$ cat src/rtl/zx_ram_arbiter.sv
// zx_ram_arbiter: shares the single SDRAM byte port between the Z80 path (CPU)
// and the tape-to-RAM copy engine (DMA). CPU has priority; DMA wins a contended
// grant after STARVE_MAX consecutive CPU grants made while DMA was waiting.
// Each access: one-cycle mem_rd/mem_we strobe on the first busy cycle, address and
// data held for the whole access, completion on mem_ready or after TIMEOUT busy
// cycles. The matching ack is combinational in the completion cycle.
// Ports:
//   clk_sys, reset (sync, active high)
//   cpu_* / dma_* : level requests, held stable until ack; rdata held between reads
//   mem_*         : sdram controller side (strobes, address, data, ready pulse)
//   busy, dma_owner, timeout_err : status (tape mux select, abort pulse)
module zx_ram_arbiter #(
    parameter int STARVE_MAX = 4,
    parameter int TIMEOUT    = 63
) (
    input  logic        clk_sys,
    input  logic        reset,
    input  logic        cpu_req,
    input  logic        cpu_we,
    input  logic [15:0] cpu_addr,
    input  logic [7:0]  cpu_wdata,
    output logic [7:0]  cpu_rdata,
    output logic        cpu_ack,
    input  logic        dma_req,
    input  logic        dma_we,
    input  logic [15:0] dma_addr,
    input  logic [7:0]  dma_wdata,
    output logic [7:0]  dma_rdata,
    output logic        dma_ack,
    output logic [15:0] mem_addr,
    output logic [7:0]  mem_din,
    output logic        mem_we,
    output logic        mem_rd,
    input  logic [7:0]  mem_dout,
    input  logic        mem_ready,
    output logic        busy,
    output logic        dma_owner,
    output logic        timeout_err
);
    localparam int SW = $clog2(STARVE_MAX + 1);
    localparam int TW = $clog2(TIMEOUT + 1);

    typedef enum logic [1:0] {IDLE, CPU_BUSY, DMA_BUSY} state_e;

    state_e        state_q, state_d;
    logic [SW-1:0] starve_q, starve_d;
    logic [TW-1:0] tmo_q, tmo_d;
    logic [15:0]   addr_q, addr_d;
    logic [7:0]    din_q, din_d;
    logic          we_q, we_d;
    logic          rd_stb_q, rd_stb_d;
    logic          wr_stb_q, wr_stb_d;
    logic [7:0]    cpu_rdata_q, cpu_rdata_d;
    logic [7:0]    dma_rdata_q, dma_rdata_d;

    logic in_busy, expire, done, grant_cpu, grant_dma;
    logic [7:0] rd_result;

    always_comb begin
        in_busy   = (state_q != IDLE);
        // tmo_q is 0 in the first busy cycle, so this fires in busy cycle TIMEOUT.
        expire    = in_busy && (tmo_q == TW'(TIMEOUT - 1));
        done      = in_busy && (mem_ready || expire);
        grant_dma = (state_q == IDLE) && dma_req &&
                    (!cpu_req || (starve_q == SW'(STARVE_MAX)));
        grant_cpu = (state_q == IDLE) && cpu_req && !grant_dma;
        // A coincident mem_ready beats the timeout.
        rd_result = mem_ready ? mem_dout : 8'hFF;
    end

    always_comb begin
        state_d     = state_q;
        starve_d    = starve_q;
        tmo_d       = tmo_q;
        addr_d      = addr_q;
        din_d       = din_q;
        we_d        = we_q;
        rd_stb_d    = 1'b0;
        wr_stb_d    = 1'b0;
        cpu_rdata_d = cpu_rdata_q;
        dma_rdata_d = dma_rdata_q;

        if (grant_cpu) begin
            state_d  = CPU_BUSY;
            addr_d   = cpu_addr;
            din_d    = cpu_wdata;
            we_d     = cpu_we;
            rd_stb_d = !cpu_we;
            wr_stb_d = cpu_we;
            tmo_d    = '0;
        end else if (grant_dma) begin
            state_d  = DMA_BUSY;
            addr_d   = dma_addr;
            din_d    = dma_wdata;
            we_d     = dma_we;
            rd_stb_d = !dma_we;
            wr_stb_d = dma_we;
            tmo_d    = '0;
        end else if (done) begin
            state_d = IDLE;
            if (!we_q) begin
                if (state_q == CPU_BUSY) cpu_rdata_d = rd_result;
                else                     dma_rdata_d = rd_result;
            end
        end else if (in_busy) begin
            tmo_d = tmo_q + TW'(1);
        end

        // Only CPU grants that overtake a waiting DMA count toward starvation.
        if (!dma_req || grant_dma) begin
            starve_d = '0;
        end else if (grant_cpu && (starve_q != SW'(STARVE_MAX))) begin
            starve_d = starve_q + SW'(1);
        end
    end

    always_ff @(posedge clk_sys) begin
        if (reset) begin
            state_q     <= IDLE;
            starve_q    <= '0;
            tmo_q       <= '0;
            addr_q      <= '0;
            din_q       <= '0;
            we_q        <= 1'b0;
            rd_stb_q    <= 1'b0;
            wr_stb_q    <= 1'b0;
            cpu_rdata_q <= 8'hFF;
            dma_rdata_q <= 8'hFF;
        end else begin
            state_q     <= state_d;
            starve_q    <= starve_d;
            tmo_q       <= tmo_d;
            addr_q      <= addr_d;
            din_q       <= din_d;
            we_q        <= we_d;
            rd_stb_q    <= rd_stb_d;
            wr_stb_q    <= wr_stb_d;
            cpu_rdata_q <= cpu_rdata_d;
            dma_rdata_q <= dma_rdata_d;
        end
    end

    always_comb begin
        cpu_rdata   = cpu_rdata_q;
        dma_rdata   = dma_rdata_q;
        cpu_ack     = (state_q == CPU_BUSY) && done;
        dma_ack     = (state_q == DMA_BUSY) && done;
        mem_addr    = addr_q;
        mem_din     = din_q;
        mem_we      = wr_stb_q;
        mem_rd      = rd_stb_q;
        busy        = in_busy;
        dma_owner   = (state_q == DMA_BUSY);
        timeout_err = expire && !mem_ready;
    end
endmodule

$ cat config.mk
export PLATFORM = sky130hd
export DESIGN_NAME = zx_ram_arbiter
export DESIGN_NICKNAME = d
export VERILOG_FILES = /design/src/rtl/zx_ram_arbiter.sv
export SDC_FILE = /design/constraint.sdc
export NUM_CORES = 1
export LEC_CHECK = 0
export CORE_ASPECT_RATIO = 0.8
export CORE_UTILIZATION = 43
export DETAILED_ROUTE_END_ITERATION = 8
export PLACE_DENSITY = 0.93
export SYNTH_ARGS = -nofsm -noshare
export SYNTH_HDL_FRONTEND = slang
export SYNTH_SLANG_ARGS = --single-unit
$ cat constraint.sdc
create_clock -name clk_sys -period 2.3 [get_ports clk_sys]
set_input_delay 0.23 -clock clk_sys [delete_from_list [all_inputs] [get_ports clk_sys]]
set_output_delay 0.23 -clock clk_sys [all_outputs]
set_load 0.02 [all_outputs]
==> results of run 1 <==
metrics by stage:
step / power, mW / worst slack (ps) / hold slack, ps / instances / utilization
finish: 2.189 / 112.9 / 475.0 / 495 / 0.6497
global route: 2.281 / 10.46 / 504.2 / 495 / 0.6497
CTS: 2.197 / 83.82 / 460.5 / 495 / 0.6493
detailed placement: 1.700 / 225.0 / 476.6 / 488 / 0.6364
global placement: 1.683 / 266.8 / 458.0 / 488 / 0.6364
floorplan: 1.395 / 511.4 / 382.7 / 322 / -
layout make-up:
cell class | count | area, um^2 | area share
Multi-Input combinational cell | 226 | 1384 | 0.3603
Timing Repair Buffer | 117 | 1159 | 0.3016
Sequential cell | 54 | 1081 | 0.2814
Tap cell | 81 | 101.3 | 0.02638
Clock buffer | 5 | 68.82 | 0.01792
Inverter | 10 | 37.54 | 0.009772
Clock inverter | 2 | 10.01 | 0.002606
logic make-up (layout without fill, tap and decap cells):
logic type	after synthesis	count (layout)	synth area share
AO/OA/AOI/OAI	70	70	0.1678
adder cells (fa/ha/maj)	4	4	0.01896
flip-flops	54	54	0.4095
multiplexers	12	12	0.04550
AND/OR/NAND/NOR	140	140	0.2896
buffers and inverters	42	134	0.06872
worst max-delay path by stage:
stage                        start     endpoint  slack, ps  depth (start not counted)
after CTS                 tmo_q[0]  timeout_err         80                          5
after floorplan           tmo_q[0]      cpu_ack        510                          6
after global placement    tmo_q[0]      cpu_ack        270                          6
after detailed placement  tmo_q[1]      cpu_ack        230                          5
after global routing      tmo_q[0]      dma_ack         10                          6
final                     tmo_q[0]      cpu_ack        110                          6
power by group through the flow:
stage                     Clock, mW  Sequential [mW]  Combinational (mW)
after floorplan                   0             1.14               0.253
after global placement            0             1.07               0.611
after detailed placement          0             1.07               0.627
after CTS                     0.516             1.05               0.628
after global routing          0.548             1.06               0.671
final                         0.504             1.06               0.629
flip-flops by register name, summed over array words and instances (netlist names):
name / flops
mem_addr: 16
cpu_rdata: 8
dma_rdata: 8
mem_din: 8
tmo_q: 6
starve_q: 3
state_q: 2
mem_rd: 1
mem_we: 1
we_q: 1
cell usage in the layout, fill, tap and decap left out, types with 2 or more instances in the layout:
master           instances
dlygate4sd2_1            2
nand2_1                  5
ha_1                     4
or3b_1                   2
clkinv_2                 2
a22oi_1                  8
clkdlybuf4s50_1        105
buf_4                    7
nand4_1                  3
mux2i_1                 12
nor3_1                  68
nand2b_1                 8
inv_1                    9
nor3b_1                  4
nor4_1                  27
o211ai_1                 5
nor2_1                  12
nand3_1                  3
o21ai_0                  4
a211o_1                  3
clkbuf_8                 5
dfxtp_1                 54
a211oi_1                 2
a21oi_1                 38
metal layers:
metal	up-vias	global-route usage
met5	-	0
met3	17	0.05233
met2	146	0.3981
met1	1399	0.3369
li1	1376	-
met4	0	0.08113
what timing repair did:
| action | 4_1_cts | 5_1_grt |
|---|---|---|
| cloned | 0 | 0 |
| resized for setup | 2 | 1 |
| endpoints found under the setup margin | 2 | 1 |
| pin swaps | 0 | 0 |
==> results.json, run 1 <==
{
  "start_util": 0.4466,
  "diodes": 0,
  "syn_inst": 322,
  "synth_commonest_cells": "nor3_1, dfxtp_1, a21oi_1, nor4_1, clkbuf_1",
  "first_iter_violations": 213,
  "slowest_stage": "dfxtp_1",
  "cts_htree_levels": 2,
  "p_int_mw": 1.525,
  "async_flop_share": 0,
  "grt_overflow_total": 0,
  "final-setup-viol-count": 0,
  "post_cts_buffers": 0,
  "drc_errors": 0,
  "hold_class": "in2reg",
  "numCtsBuffers": 5,
  "wl_per_cell_um": 16.11,
  "dieHeight_um": 72.09,
  "layout.nets": 481,
  "clkLatencyLatePin_ps": 300,
  "synth-edff-count": 0,
  "drive_above_1_share": 0.05797,
  "cp_top_family": "buffers and inverters",
  "period_share": 0.9509,
  "routed_wl_um": 7973,
  "startpoint_type": "flip-flop",
  "dr_wl_met2_um": 3749,
  "area_growth_pct": 45.50,
  "comb_power_share": 0.287,
  "r2r_slack_ps": 510,
  "fill_cells": 461,
  "ys_types": 41,
  "crit_chain": "inv_1 -> ha_1 -> and4_1 -> a21oi_1 -> nor3b_1 -> dlygate4sd2_1",
  "placed_cell_area_um2": 3762,
  "numClockSinks": 54,
  "ir_drop_v": 0.0003657,
  "synth_area_leaders": "dfxtp_1, nor3_1, a21oi_1, nor4_1, mux2i_1",
  "firstDrtPassIters": 5,
  "crit_fanout": 6,
  "cts_buffer_depth": 2,
  "slew_violations": 0,
  "syn_area_per_cell_um2": 8.199,
  "clockPowerShare": 0.230,
  "wl_met3_um": 589,
  "tns_ps": 0,
  "hold_path.startpoint": "reset",
  "worst_pin_slew_ps": 594.2,
  "power_density_nw_per_um2": 569.8,
  "grt_pass1_wl_um": 12680,
  "synth_area_um2": 2640,
  "yosysTopAreaCellShare": 0.4095,
  "cp.required_ps": 2070,
  "grt_pass1_vias": 2678,
  "grt_max_degree": 36,
  "cp_data_arrival_time_ps": 1960,
  "period_needed_ps": 2187,
  "yosysMostFrequentCell": "nor3_1",
  "ys_ff_latch": 54,
  "design_area_um2": 3841,
  "vias": 2938,
  "swShare": 0.3031,
  "die_x_um": 89.61,
  "p_sw_mw": 0.6633,
  "cp_num_buf_inv": 2,
  "rows": 25,
  "r2r_cells": 6,
  "hold_depth": 2,
  "pwr-share-seq": 0.482,
  "cap_violations": 0,
  "timing_hold_violations_final": 0,
  "m1WireLength_um": 3498,
  "coreArea_um2": 5912,
  "port_buffers": 109,
  "track_usage": 0.2497,
  "top_layer": "met4",
  "synth_warnings": 0,
  "min_to": "mem_addr[8]",
  "yosys.area.top_type": "dfxtp_1",
  "setup.worst_path.class": "reg2out",
  "synth-main-ff-cell": "dfxtp_1",
  "syn-num-nets": 389,
  "cts.reportedPaths.clkPinSlew_ps": 90,
  "tritoncts": "built",
  "leakagePower_nw": 1.372,
  "finClkSkew_ps": 5.767,
  "antenna_found_initial": 0,
  "ant_nets": 0,
  "end_kind": "primary output",
  "gp_congestion": 0.8391,
  "timing.rr.start": "starve_q[0]",
  "hpwl_um": 5570,
  "io_pins": 110,
  "hold_buffers": 0,
  "via_per_inst": 5.935,
  "status": "finished clean",
  "worst_path_largest_cell_delay_ps": 400,
  "rsz0062_at_grt": "no",
  "slew-limit-headroom": 0.6039,
  "root_buffer": "clkbuf_8",
  "ys_seq_area_frac": 0.4095,
  "fmax_mhz": 457.2,
  "worst_r2r_endpoint": "mem_addr[15]",
  "dieArea_um2": 6459
}
No activity file was read; power rests on OpenSTA's default activity.
==> run 2: changes to the inputs <==
Settings changed: CORE_MARGIN from default to 2, GPL_TIMING_DRIVEN from default to 0.
==> run 2 against run 1 <==
Hold slack better by 22 ps; combinational power is 3% higher; clock skew barely moved; register-to-register slack worse by 90 ps; power increased by 8.1%; via count up 0.58%; sequential share of layout area is 0.74 points lower; final cell count rose by 4.6%; final area grew 2.7%; critical path type unchanged; largest power group unchanged.
==> results.json, run 2 (synthesized netlist as in run 1, its figures left out) <==
{
  "hold_class": "reg2reg",
  "slew_violations": 0,
  "final_common_cell": "clkdlybuf4s50_1",
  "routed_wl_um": 8435,
  "startpoint_type": "flip-flop",
  "power_mw": 2.365,
  "seq_area_um2": 1081,
  "rows": 25,
  "antenna_found_initial": 0,
  "dp.cells": 512,
  "vias": 2955,
  "setup_ws_ps": 116.1,
  "finClkSkew_ps": 5.302,
  "placed_cell_area_um2": 3832,
  "dieArea_um2": 6787,
  "area_growth_pct": 49.43,
  "via_per_inst": 5.705,
  "root_buffer": "clkbuf_8",
  "ant_nets": 0,
  "hpwl_um": 6273,
  "multi_input_area_um2": 1383,
  "coreArea_um2": 5912,
  "period_needed_ps": 2184,
  "end_kind": "primary output",
  "dieHeight_um": 74.09,
  "cp.required_ps": 2070,
  "clkLatencyLatePin_ps": 310,
  "drive_above_1_share": 0.06407,
  "port_buffers": 109,
  "final-setup-viol-count": 0,
  "layout.nets": 503,
  "layout.cells.non_filler": 518,
  "grt_pass1_wl_um": 13770,
  "power_density_nw_per_um2": 599.6,
  "grt_pass1_vias": 2935,
  "post_cts_resized": 6,
  "fin_util": 0.6673,
  "design_area_um2": 3945,
  "rsz0062_at_grt": "no",
  "setup.worst_path.class": "reg2out",
  "die_x_um": 91.61,
  "io_pins": 110,
  "firstDrtPassIters": 5,
  "leakagePower_nw": 1.411,
  "cp_data_arrival_time_ps": 1950,
  "drc_errors": 0,
  "post_cts_buffers": 0,
  "largest_register_ffs": 16,
  "cap_violations": 0,
  "grt_overflow_total": 0,
  "cts_htree_levels": 2,
  "first_iter_violations": 272,
  "track_usage": 0.2477,
  "grt_max_degree": 19,
  "final_cell_mix": "clkdlybuf4s50_1, nor3_1, dfxtp_1",
  "status": "finished clean",
  "fill_cells": 455,
  "wl_per_cell_um": 16.28,
  "cts_buffer_depth": 2,
  "hold_buffers": 0,
  "period_share": 0.9495,
  "dp_slack_ps": -474.6,
  "diodes": 0,
  "crit_fanout": 6,
  "gp_congestion": 0.8431,
  "worst_pin_slew_ps": 546.3,
  "cts.reportedPaths.clkPinSlew_ps": 100,
  "start_util": 0.4466,
  "slew-limit-headroom": 0.6345,
  "tritoncts": "built",
  "numCtsBuffers": 5,
  "fmax_mhz": 457.9,
  "tns_ps": 0,
  "timing_hold_violations_final": 0,
  "hold_slack_ps": 497.4,
  "ir_drop_v": 0.0004106,
  "numClockSinks": 54
}
## run 2: changes by cell type in the layout (fill, tap and decap cells not counted), sizes merged
cell,change
buf,+1
clkinv,-1
clkdlybuf4s50,+1
bufinv,+1
clkbuf,+21
inv,+1
dlygate4sd2,-1
## run 2: per-layer routing
metal | GRT usage | part of all wire | vias up
met2 | 0.4444 | 0.49 | 125
met5 | 0 | 0 | -
met1 | 0.3143 | 0.42 | 1397
met3 | 0.05066 | 0.071 | 16
met4 | 0.05051 | 0.016 | 0
li1 | - | - | 1417
## run 2: cell type report
type	instances	share of cell area
Timing Repair Buffer	109	0.2756
Multi-Input combinational cell	226	0.3505
Sequential cell	54	0.2740
Buffer	30	0.03520
Tap cell	81	0.02569
Inverter	10	0.009515
Clock buffer	5	0.01744
Clock inverter	3	0.01205
## run 2: critical path, stage by stage, from the launching register on
cell and delay, ps:
dfxtp_1 440, ha_1 220, and4_2 320, a21oi_2 100, nor3_1 200, dlygate4sd2_1 370
## run 2: path summary, 6_finish.rpt
| path | from | end | slack, ps | depth (start not counted) |
|---|---|---|---|---|
| setup / recovery | tmo_q[1] | dma_ack | 120 | 5 |
| hold / removal | starve_q[1] | starve_q[1] | 500 | 2 |
| setup reg to reg | starve_q[0] | we_q | 420 | 6 |
| hold reg to reg | starve_q[1] | starve_q[1] | 500 | 2 |
## run 2: power by group
| group | switching, mW | leakage, nW | total, mW | internal, mW |
|---|---|---|---|---|
| clock network | 0.335 | 0.0587 | 0.666 | 0.331 |
| registers | 0.0442 | 0.444 | 1.05 | 1.01 |
| logic | 0.329 | 0.908 | 0.649 | 0.320 |
| total | 0.709 | 1.41 | 2.37 | 1.66 |
==> run 3: changes to the inputs <==
Settings changed: CORE_MARGIN 2 to 4, CTS_CLUSTER_DIAMETER from default to 150.
==> run 3 against run 2 <==
Sequential power about the same; count of clock-buffer cells in the layout increased by 3; clock power decreased by 9.5%; sequential cell count unchanged; combinational power about the same; fmax increased by 1.6%; largest cell class unchanged; critical path type unchanged.
==> results.json, run 3 (synthesized netlist as in run 1, its figures left out) <==
{
  "hpwl_um": 6664,
  "root_buffer": "clkbuf_8",
  "comb_power_share": 0.282,
  "routed_wl_um": 8689,
  "startpoint_type": "flip-flop",
  "cp_data_arrival_time_ps": 1920,
  "gp_congestion": 0.8250,
  "tritoncts": "built",
  "setup.worst_path.class": "reg2out",
  "numClockSinks": 54,
  "hold_depth": 2,
  "fmax_mhz": 465.4,
  "drive_above_1_share": 0.06621,
  "antenna_found_initial": 0,
  "hold_path.startpoint": "starve_q[0]",
  "first_iter_violations": 237,
  "worst_r2r_endpoint": "mem_addr[10]",
  "final-setup-viol-count": 0,
  "slew_violations": 0,
  "track_usage": 0.2402,
  "final_common_cell": "clkdlybuf4s50_1",
  "hold_buffers": 0,
  "design_area_um2": 3951,
  "tns_ps": 0,
  "pwr-share-seq": 0.456,
  "r2r_cells": 7,
  "slew-limit-headroom": 0.6631,
  "crit_path_end": "dma_ack",
  "io_pins": 110,
  "final_cell_mix": "clkdlybuf4s50_1, nor3_1, dfxtp_1",
  "post_cts_resized": 5,
  "ir_drop_v": 0.0004065,
  "timing_hold_violations_final": 0,
  "port_buffers": 109,
  "worst_pin_slew_ps": 505.4,
  "grt_pass1_wl_um": 14410,
  "clkLatencyLatePin_ps": 300,
  "diodes": 0,
  "rows": 25,
  "clockPowerShare": 0.262,
  "placed_cell_area_um2": 3832,
  "ant_nets": 0,
  "period_share": 0.9343,
  "cap_violations": 0,
  "finClkSkew_ps": 9.138,
  "hold_class": "reg2reg",
  "via_per_inst": 5.653,
  "end_kind": "primary output",
  "start_util": 0.4442,
  "period_needed_ps": 2149,
  "dieHeight_um": 78.09,
  "layout.nets": 504,
  "rsz0062_at_grt": "no",
  "cts_buffer_depth": 2,
  "dieArea_um2": 7465,
  "grt_overflow_total": 0,
  "die_x_um": 95.61,
  "grt_max_degree": 16,
  "area_growth_pct": 49.67,
  "cp-startpoint": "tmo_q[0]",
  "cp.required_ps": 2070,
  "r2r_slack_ps": 400,
  "post_cts_buffers": 0,
  "largest_register_ffs": 16,
  "numCtsBuffers": 5,
  "power_density_nw_per_um2": 583.3,
  "firstDrtPassIters": 5,
  "cts.reportedPaths.clkPinSlew_ps": 90,
  "grt_pass1_vias": 3003,
  "swShare": 0.2926,
  "timing.rr.start": "starve_q[0]",
  "p_int_mw": 1.630,
  "p_sw_mw": 0.6743,
  "leakagePower_nw": 1.416,
  "coreArea_um2": 5943,
  "wl_per_cell_um": 16.74,
  "vias": 2934,
  "crit_fanout": 6,
  "cts_htree_levels": 2,
  "status": "finished clean",
  "drc_errors": 0
}
## run 3: stage by stage
| step | util | hold WS [ps] | std cells | power, mW | worst slack (ps) |
|---|---|---|---|---|---|
| detailed placement | 0.6448 | 470.9 | 512 | 1.716 | -440.0 |
| finish | 0.6648 | 480.6 | 519 | 2.305 | 151.1 |
| CTS | 0.6634 | 483.8 | 519 | 2.310 | 14.63 |
| floorplan | - | 382.7 | 322 | 1.395 | 511.4 |
| global placement | 0.6448 | 458.1 | 512 | 1.696 | -429.4 |
| global route | 0.6648 | 513.9 | 519 | 2.400 | 0.08149 |
## run 3: power groups by stage
stage | clock network, mW | logic, mW | registers [mW]
2_1_floorplan | 0 | 0.253 | 1.14
3_3_place_gp | 0 | 0.631 | 1.07
3_5_place_dp | 0 | 0.646 | 1.07
4_1_cts | 0.611 | 0.649 | 1.05
5_1_grt | 0.642 | 0.700 | 1.06
6_report | 0.603 | 0.650 | 1.05
## run 3: worst min-delay path by stage
stage,to,slack [ps]
2_1_floorplan,dma_rdata[7],380
3_3_place_gp,starve_q[1],460
3_5_place_dp,starve_q[0],470
4_1_cts,starve_q[0],480
5_1_grt,starve_q[0],510
6_report,starve_q[0],480
## run 3: area by class of cell
class / instances / area (um^2)
buffer: 31 / 143.9
clock buffer: 8 / 110.1
fill: 476 / 1992
inverter: 10 / 37.54
multi-input combinational: 226 / 1389
sequential: 54 / 1082
tap: 81 / 101.3
timing repair buffer: 109 / 1087
## run 3: per-layer routing
layer,GRT usage,wire (um),share of wire
met2,0.4011,4356,0.50
met4,0.07813,165,0.019
met1,0.3078,3631,0.42
met3,0.04981,536,0.062
met5,0,0,0
## run 3: worst max-delay path, stage by stage, from the launching register on
cell,delay (ps)
dfxtp_2,380
inv_1,70
ha_1,210
and4_1,200
clkbuf_2,170
a21oi_4,210
nor3_1,60
dlygate4sd2_1,320
